$ cat src/rtl/spawn_scheduler_pkg.sv
// Shared definitions for the spawn path: enemy kind encodings, default
// spawn geometry per kind, and the level/speed widths seen by the slot
// table and renderer.
package spawn_scheduler_pkg;

  localparam int LEVEL_W = 3;
  localparam int SPEED_W = 4;
  localparam int Y_W     = 10;
  localparam int SZ_W    = 8;
  localparam int GAP_W   = 8;

  typedef enum logic {
    KIND_GROUND = 1'b0,
    KIND_AIR    = 1'b1
  } kind_e;

  localparam logic [Y_W-1:0]  GROUND_Y_DEF = 10'd200;
  localparam logic [SZ_W-1:0] GROUND_W_DEF = 8'd16;
  localparam logic [SZ_W-1:0] GROUND_H_DEF = 8'd24;
  localparam logic [Y_W-1:0]  AIR_Y_DEF    = 10'd160;
  localparam logic [SZ_W-1:0] AIR_W_DEF    = 8'd20;
  localparam logic [SZ_W-1:0] AIR_H_DEF    = 8'd12;

  typedef struct packed {
    kind_e           kind;
    logic [Y_W-1:0]  y;
    logic [SZ_W-1:0] w;
    logic [SZ_W-1:0] h;
  } spawn_req_t;

  typedef enum logic [1:0] {
    S_IDLE,
    S_COOLDOWN,
    S_ARMED,
    S_REQUEST
  } sched_state_e;

endpackage

$ cat src/rtl/spawn_scheduler_difficulty_ramp.sv
// Difficulty ramp: counts started frames, bumps the level every
// LEVEL_FRAMES frames (saturating at MAX_LEVEL), keeps speed registered
// alongside level, and derives the post-spawn cooldown for the current level.
// Ports: clk3/reset (async low), pause (hold), start (low clears),
//        level/speed (registered), gap (combinational from level).
module spawn_scheduler_difficulty_ramp
  import spawn_scheduler_pkg::*;
#(
  parameter int LEVEL_FRAMES = 600,
  parameter int MAX_LEVEL    = 7,
  parameter int BASE_SPEED   = 2,
  parameter int MIN_GAP      = 60,
  parameter int GAP_STEP     = 5,
  parameter int GAP_FLOOR    = 25
) (
  input  logic               clk3,
  input  logic               reset,
  input  logic               pause,
  input  logic               start,
  output logic [LEVEL_W-1:0] level,
  output logic [SPEED_W-1:0] speed,
  output logic [GAP_W-1:0]   gap
);

  localparam int FC_W = $clog2(LEVEL_FRAMES);

  logic [FC_W-1:0]  frame_cnt;
  logic [GAP_W-1:0] step;
  logic [GAP_W:0]   reach;

  // Clamp is decided on a 9-bit sum so the subtraction never wraps.
  always_comb begin
    step  = GAP_W'(GAP_STEP) * {{(GAP_W-LEVEL_W){1'b0}}, level};
    reach = {1'b0, step} + (GAP_W+1)'(GAP_FLOOR);
    if (reach >= (GAP_W+1)'(MIN_GAP)) gap = GAP_W'(GAP_FLOOR);
    else                              gap = GAP_W'(MIN_GAP) - step;
  end

  always_ff @(posedge clk3 or negedge reset) begin
    if (!reset) begin
      frame_cnt <= '0;
      level     <= '0;
      speed     <= SPEED_W'(BASE_SPEED);
    end else if (!pause) begin
      if (!start) begin
        frame_cnt <= '0;
        level     <= '0;
        speed     <= SPEED_W'(BASE_SPEED);
      end else if (frame_cnt == FC_W'(LEVEL_FRAMES-1)) begin
        frame_cnt <= '0;
        if (level != LEVEL_W'(MAX_LEVEL)) begin
          level <= level + LEVEL_W'(1);
          speed <= SPEED_W'(BASE_SPEED) + {{(SPEED_W-LEVEL_W){1'b0}}, level} + SPEED_W'(1);
        end
      end else begin
        frame_cnt <= frame_cnt + FC_W'(1);
      end
    end
  end

endmodule

$ cat src/rtl/spawn_scheduler.sv
// Frame-rate enemy spawn scheduler. Waits out a level-dependent cooldown,
// then rolls the per-frame random against a level-dependent threshold and,
// when a slot is free, presents one spawn request to the slot table over
// valid/ready. One clk3 cycle is one game frame.
// Ports: clk3/reset (async low); pause freezes everything; start low returns
//        to idle; randoms (per-frame LFSR); slot_free; spawn_ready;
//        spawn_valid + kind/y/w/h payload; speed, level.
module spawn_scheduler
  import spawn_scheduler_pkg::*;
#(
  parameter int              RND_W        = 16,
  parameter int              LEVEL_FRAMES = 600,
  parameter int              MAX_LEVEL    = 7,
  parameter int              BASE_SPEED   = 2,
  parameter int              MIN_GAP      = 60,
  parameter int              GAP_STEP     = 5,
  parameter int              GAP_FLOOR    = 25,
  parameter int              THRESH_BASE  = 8,
  parameter int              AIR_LEVEL    = 3,
  parameter logic [Y_W-1:0]  GROUND_Y     = GROUND_Y_DEF,
  parameter logic [SZ_W-1:0] GROUND_W     = GROUND_W_DEF,
  parameter logic [SZ_W-1:0] GROUND_H     = GROUND_H_DEF,
  parameter logic [Y_W-1:0]  AIR_Y        = AIR_Y_DEF,
  parameter logic [SZ_W-1:0] AIR_W        = AIR_W_DEF,
  parameter logic [SZ_W-1:0] AIR_H        = AIR_H_DEF
) (
  input  logic               clk3,
  input  logic               reset,
  input  logic               pause,
  input  logic               start,
  input  logic [RND_W-1:0]   randoms,
  input  logic               slot_free,
  input  logic               spawn_ready,
  output logic               spawn_valid,
  output logic               spawn_kind,
  output logic [Y_W-1:0]     spawn_y,
  output logic [SZ_W-1:0]    spawn_w,
  output logic [SZ_W-1:0]    spawn_h,
  output logic [SPEED_W-1:0] speed,
  output logic [LEVEL_W-1:0] level
);

  sched_state_e     state, state_nx;
  logic [GAP_W-1:0] gap_cnt, gap_nx, gap;
  spawn_req_t       req, req_nx;
  logic [7:0]       thresh;
  logic             hit, air_ok;
  logic             unused_rnd;

  spawn_scheduler_difficulty_ramp #(
    .LEVEL_FRAMES(LEVEL_FRAMES), .MAX_LEVEL(MAX_LEVEL), .BASE_SPEED(BASE_SPEED),
    .MIN_GAP(MIN_GAP), .GAP_STEP(GAP_STEP), .GAP_FLOOR(GAP_FLOOR)
  ) u_ramp (
    .clk3 (clk3),
    .reset(reset),
    .pause(pause),
    .start(start),
    .level(level),
    .speed(speed),
    .gap  (gap)
  );

  // Threshold grows by 4 per level; max 8+28 fits in 8 bits.
  assign thresh     = 8'(THRESH_BASE) + {3'b000, level, 2'b00};
  assign hit        = randoms[7:0] < thresh;
  assign air_ok     = level >= LEVEL_W'(AIR_LEVEL);
  assign unused_rnd = ^randoms[RND_W-1:9];

  always_ff @(posedge clk3 or negedge reset) begin
    if (!reset) begin
      state   <= S_IDLE;
      gap_cnt <= '0;
      req     <= '0;
    end else begin
      state   <= state_nx;
      gap_cnt <= gap_nx;
      req     <= req_nx;
    end
  end

  always_comb begin
    state_nx = state;
    gap_nx   = gap_cnt;
    req_nx   = req;
    if (!pause) begin
      if (!start) begin
        // Dropping start abandons any pending request.
        state_nx = S_IDLE;
        gap_nx   = '0;
      end else begin
        case (state)
          S_IDLE: begin
            state_nx = S_COOLDOWN;
            gap_nx   = gap;
          end
          S_COOLDOWN: begin
            if (gap_cnt <= GAP_W'(1)) begin
              gap_nx   = '0;
              state_nx = S_ARMED;
            end else begin
              gap_nx = gap_cnt - GAP_W'(1);
            end
          end
          S_ARMED: begin
            // A hit with no free slot is simply lost, not deferred.
            if (hit && slot_free) begin
              state_nx = S_REQUEST;
              if (air_ok && randoms[8]) begin
                req_nx = '{kind: KIND_AIR, y: AIR_Y, w: AIR_W, h: AIR_H};
              end else begin
                req_nx = '{kind: KIND_GROUND, y: GROUND_Y, w: GROUND_W, h: GROUND_H};
              end
            end
          end
          S_REQUEST: begin
            if (spawn_ready) begin
              state_nx = S_COOLDOWN;
              gap_nx   = gap;
            end
          end
          default: state_nx = S_IDLE;
        endcase
      end
    end
  end

  assign spawn_valid = (state == S_REQUEST) && !pause;
  assign spawn_kind  = req.kind;
  assign spawn_y     = req.y;
  assign spawn_w     = req.w;
  assign spawn_h     = req.h;

endmodule
$ cat config.mk
export PLATFORM = sky130hd
export DESIGN_NAME = spawn_scheduler
export DESIGN_NICKNAME = d
export VERILOG_FILES = /design/src/rtl/spawn_scheduler_pkg.sv /design/src/rtl/spawn_scheduler_difficulty_ramp.sv /design/src/rtl/spawn_scheduler.sv
export SDC_FILE = /design/constraint.sdc
export NUM_CORES = 1
export LEC_CHECK = 0
export CORE_ASPECT_RATIO = 1.4
export CORE_MARGIN = 2
export CORE_UTILIZATION = 53
export DETAILED_ROUTE_END_ITERATION = 7
export PLACE_DENSITY = 0.91
export SYNTH_ARGS = -nofsm -noshare
export SYNTH_HDL_FRONTEND = slang
export SYNTH_SLANG_ARGS = --single-unit
$ cat constraint.sdc
create_clock -name clk3 -period 4.3 [get_ports clk3]
set_input_delay 0.43 -clock clk3 [delete_from_list [all_inputs] [get_ports clk3]]
set_output_delay 0.43 -clock clk3 [all_outputs]
set_load 0.01 [all_outputs]
## Word-level counts from Yosys, hierarchy flattened

Index checks and enable logic that the tools add are counted.

| cells by class | value |
|---|---|
| add/sub/neg operators | 8 |
| multipliers | 1 |
| $lt $le $gt $ge | 4 |
| eq/ne operators | 11 |
| multiplexer cells | 19 |
| bitwise operators | 1 |
| reductions and logical operators | 9 |

Operator list:

| kind | count |
|---|---|
| two-way mux 8 bit | 4 |
| two-way mux 27 bit | 1 |
| one-hot mux 8 bit (3 select lines) | 1 |
| two-way mux 10 bit | 2 |
| two-way mux 4 bit | 3 |
| != test 3 bit (second input constant) | 4 |
| adder 10 x 1 -> 10 bit (second input constant) | 1 |
| equality test 10 bit (second input constant) | 1 |
| greater-or-equal comparator 9 x 6 -> 1 bit (second input constant) | 1 |
| two-way mux 3 bit | 3 |
| <= comparator 8 x 1 -> 1 bit (second input constant) | 1 |
| < comparator 8 x 6 -> 1 bit | 1 |
| two-way mux 2 bit | 4 |
| one-hot mux 2 bit (4 select lines) | 1 |
| AND reduction 4 bit | 2 |
| subtractor 8 x 1 -> 8 bit (second input constant) | 1 |
| adder 6 x 5 -> 7 bit (second input constant) | 1 |
| subtractor 6 x 6 -> 7 bit (first input constant) | 1 |
| adder 4 x 5 -> 6 bit (first input constant) | 1 |
| multiplier 3 x 3 -> 6 bit (first input constant) | 1 |
| AND reduction 3 bit | 2 |
| adder 2 x 3 -> 4 bit (first input constant) | 1 |
| adder 4 x 1 -> 4 bit (second input constant) | 1 |
| equality test 2 bit (second input constant) | 2 |
| 9 further kinds | 12 |

| storage, ports and cells | value |
|---|---|
| flip-flop bits (word level) | 54 |
| input port bits | 22 |
| output and inout port bits | 35 |

## Longest topological paths before layout

| logic depth | value |
|---|---|
| word-level depth | 7 |
| gate-level depth with buffers | 8 |
| mapped depth without buffers | 8 |

## Modules after synthesis

From an unflattened synthesis, not the netlist that was laid out.

| second synthesis, totals | value |
|---|---|
| cell total of the unflattened synthesis | 271 |
| area, all modules | 2,343.5 um^2 |

By module, submodules not included:

| module | times used | cells each | area each (um^2) |
|---|---|---|---|
| spawn_scheduler | 1 | 140 | 1,176.1 |
| spawn_scheduler_difficulty_ramp | 1 | 131 | 1,167.4 |

## Worst setup path before layout

OpenSTA, ideal clock, no wires.

| timing path | value |
|---|---|
| kind | reg2reg |
| start | register u_ramp.level[2] |
| end | register gap_cnt[1] |
| library setup time | 0.126 ns |
| arrival | 2.163 ns |
| required time | 4.174 ns |
| slack | 2.011 ns |
| stages on the path, launching flop included | 9 |
| buffers on the path | 0 |
| clock period less this slack | 2.289 ns |
| path through | dfrtp_1 > ha_1 > ha_1 > ha_1 > nor2b_1 > a41oi_1 > o22ai_1 > nor2_1 > a221o_1 |

| on the way | value |
|---|---|
| longest elaborated chain between the ends | 7 |

Ends and longest elaborated chain:

| element | line | text |
|---|---|---|
| start, declared | spawn_scheduler_difficulty_ramp.sv:20 | `output logic [LEVEL_W-1:0] level,` |
| start signal, assigned | spawn_scheduler_difficulty_ramp.sv:52 | `level <= level + LEVEL_W'(1);` |
| multiplier 3 x 3 -> 6 bit * | spawn_scheduler_difficulty_ramp.sv:33 | `step = GAP_W'(GAP_STEP) * {{(GAP_W-LEVEL_W){1'b0}}, level};` |
| adder 6 x 5 -> 7 bit * | spawn_scheduler_difficulty_ramp.sv:34 | `reach = {1'b0, step} + (GAP_W+1)'(GAP_FLOOR);` |
| greater-or-equal comparator 9 x 6 -> 1 bit * | spawn_scheduler_difficulty_ramp.sv:35 | `if (reach >= (GAP_W+1)'(MIN_GAP)) gap = GAP_W'(GAP_FLOOR);` |
| two-way mux 8 bit * | spawn_scheduler_difficulty_ramp.sv:35 |  |
| two-way mux 8 bit | spawn_scheduler.sv:116 | `if (spawn_ready) begin` |
| one-hot mux 8 bit (3 select lines) * | spawn_scheduler.sv:91 | `case (state)` |
| two-way mux 8 bit * | spawn_scheduler.sv:86 | `if (!start) begin` |
| end signal, assigned | spawn_scheduler.sv:76 | `gap_cnt <= gap_nx;` |
| end, declared | spawn_scheduler.sv:44 | `logic [GAP_W-1:0] gap_cnt, gap_nx, gap;` |

Every way passes the cells marked *; elsewhere a longest branch is shown, timed or not. The select of a mux whose other input is x is not followed.
A chain may end at the register's enable or synchronous reset.

## Worst setup path after layout

Ends and elaborated chain as after synthesis.

==> flow_summary.yaml <==
place:
  routabilityCongestion: 0.838
  portBuffers: 30
  place_inst: 297
  dpl.hpwl_um: 3240
  dpl-instance-area_um2: 2390
setup_path:
  r2r_start: "u_ramp.level[2]"
  r2r_slack_ns: 1.76
  critPathKind: "reg -> reg"
  endpoint_kind: "flop"
  crit_required_ns: 4.47
  start_kind: "flop"
  reg2reg_depth: 8
  cp_data_arrival_time_ns: 2.71
  rr_endpoint: "gap_cnt[1]"
  cp_max_fo: 12
power_and_ir_drop:
  powerDensity_nw_per_um2: 405
  peakVddDrop_mv: 0.323
  p_leak_nw: 1.17
die:
  ioPinCount: 57
  die_w_um: 58.1
  die_y_um: 79.7
  row_count: 27
  start_util_pct: 55.3
  fp.coreArea_um2: 3920
  fp.dieArea_um2: 4630
sta:
  fin_worst_skew_ns: 0.00521
  max_freq_mhz: 393
  min_period_over_period_pct: 59.1
  setup_violations: 0
  maxSlewViolCount: 0
  hold_viol: 0
  tns_ns: 0
  fin_crit_ns: 2.54
  slew_headroom_pct: 62.6
  hold_ws_ns: 0.503
  worst-slew-pin-transition_ns: 0.560
  rsz0062_at_grt: "false"
yosys:
  syn_avg_cell_area_um2: 9.19
  yosysTopAreaCell: "dfrtp_1"
  yosysSeqAreaShare_pct: 33.5
  synthXorXnorAreaFrac_pct: 4.44
  synth_adder_area_share_pct: 12.1
  ys_types: 52
  synthTopCellsByArea: "dfrtp_1, ha_1, buf_4, nand2_1, nor2_1"
  synthMuxAreaShare_pct: 2.94
  synthSimpleGateAreaFrac_pct: 19.5
  yosys_warnings: 0
  synthTopCellsByCount: "dfrtp_1, buf_4, nand2_1"
  synth_top_family_by_area: "simple AND/OR/NAND/NOR gates"
  synth_seq_cells: 29
  yosys.area.top_type_share_pct: 32.3
  synth_edf_count: 0
  yosysMostFrequentCell: "dfrtp_1"
  synth.cell_area_um2: 2170
  synthFlopType: "dfrtp_1"
  synth_compound_area_share_pct: 15.8
  async_flop_share_pct: 100
  postSynthCellCount: 236
clocking:
  cts_buffer_depth: 2
  cts_sinks: 29
  cts_tree: "yes"
  clk_pin_slew_ns: 0.06
  cts_made_buffers: 5
  root_buffer: "clkbuf_8"
  cts_setup_buffers: 0
  post_cts_resized: 0
  h-tree-depth: 2
  hold_buffers: 0
  clk_latency_ns: 0.29
route:
  remaining_drc_errors: 0
  drt_wl_total_um: 4290
  via_per_inst: 5.61
  drtIter0Drc: 47
  avgRoutedWirePerCell_um: 14.1
  drtAntennaViolNets: 0
  dr_total_vias: 1704
  firstDrtPassIters: 4
status:
  status: "finished, final reports clean"
finish:
  nFillCells: 338
  drive_gt1_share_pct: 5.75
  final_nets: 304
  stdcell_count: 304
  postLayoutCellArea_um2: 2490
  n_antenna_cell: 0
  area_growth_pct: 14.8
global_route:
  antenna_found_initial: 0
  grt_pass1_vias: 1660
  grt_max_degree: 30
  grt_use_total_pct: 21.1
  grt_overflow: 0
  grt_pass1_wl_um: 7370
worst_hold_path:
  whs_path_depth: 2
  hp-start: "u_ramp.speed[1]"
  hp-class: "reg -> reg"
  holdPathEnd: "u_ramp.speed[1]"
job:
  cap_violations: 0
## power breakdown
part / internal [mW] / switching (mW) / total, mW
Sequential: 0.316 / 0.0496 / 0.366
Combinational: 0.168 / 0.204 / 0.372
Clock: 0.168 / 0.104 / 0.272
## worst max-delay path: stages (launching register included)
cell and delay, ns:
dfrtp_1 0.54, ha_1 0.27, ha_1 0.20, ha_1 0.33
nor2b_1 0.15, a41oi_1 0.13, o22ai_1 0.36, nor2_1 0.09
a221o_1 0.36
## metal layers
layer  up-vias  part of all wire, %  routed length [µm]  GRT usage (%)
met2        49                   53                2250           37.8
li1        836                    -                   -              -
met5         -                    0                   0              0
met4         0                  1.8                  78           9.77
met3         6                  4.9                 212           5.51
met1       813                   41                1740           22.4
## through the flow
stage	power (mW)	setup WS (ns)	util, %
floorplan	0.656	2.01	-
global placement	0.725	1.85	60.9
detailed placement	0.738	1.76	60.9
CTS	1.02	1.76	63.5
global route	1.08	1.57	63.5
finish	1.01	1.76	63.5
## registers in the layout, summed over array words and instances, names as in the netlist
| name | cells |
|---|---|
| spawn_h | 1 |
| u_ramp.level | 2 |
| u_ramp.speed | 4 |
| gap_cnt | 8 |
| spawn_y | 2 |
| state | 2 |
| u_ramp.frame_cnt | 10 |
## cell usage in the layout, fill, tap and decap left out, types with 3 or more instances in the layout
cell and n:
a22oi_1 3, nand2b_1 5, nand3_1 5, inv_1 12, a22o_1 5, nor2_1 18
ha_1 21, xor2_1 4, conb_1 17, nand2_1 22, o21ai_1 3, dfrtp_1 28
a21oi_1 4, o211ai_1 3, xnor2_1 7, clkdlybuf4s50_1 30, mux2i_1 3, a21o_1 6
o21ai_0 7, nor2b_1 6, clkbuf_8 5, nor3_1 7
## kinds of logic (layout without fill, tap and decap cells)
logic type / count (synthesis) / in the layout
AO/OA/AOI/OAI: 47 / 47
XOR/XNOR: 11 / 11
adder cells (fa/ha/maj): 21 / 21
buffers and inverters: 41 / 50
flip-flops: 29 / 29
multiplexers: 6 / 6
other: 1 / 17
AND/OR/NAND/NOR: 80 / 80
## worst max-delay path by stage
stage | from | endpoint | slack [ns] | depth (start not counted)
global placement | u_ramp.level[1] | spawn_y[6] | 1.85 | 6
detailed placement | u_ramp.level[2] | gap_cnt[1] | 1.76 | 8
finish | u_ramp.level[2] | gap_cnt[1] | 1.76 | 8
CTS | u_ramp.speed[0] | gap_cnt[1] | 1.76 | 8
global route | u_ramp.level[2] | gap_cnt[1] | 1.57 | 8
floorplan | u_ramp.level[2] | gap_cnt[1] | 2.01 | 8
## final cells by class
type                       count  area, µm²  area share (%)
multi-input combinational    182       1250            50.3
sequential                    29        727            29.2
timing repair buffer          31        308            12.4
clock buffer                   5       68.8            2.76
tap                           43       53.8            2.16
inverter                      12       45.0            1.81
clock inverter                 2       35.0            1.41
Note: power is estimated with default switching activity, not from simulation.
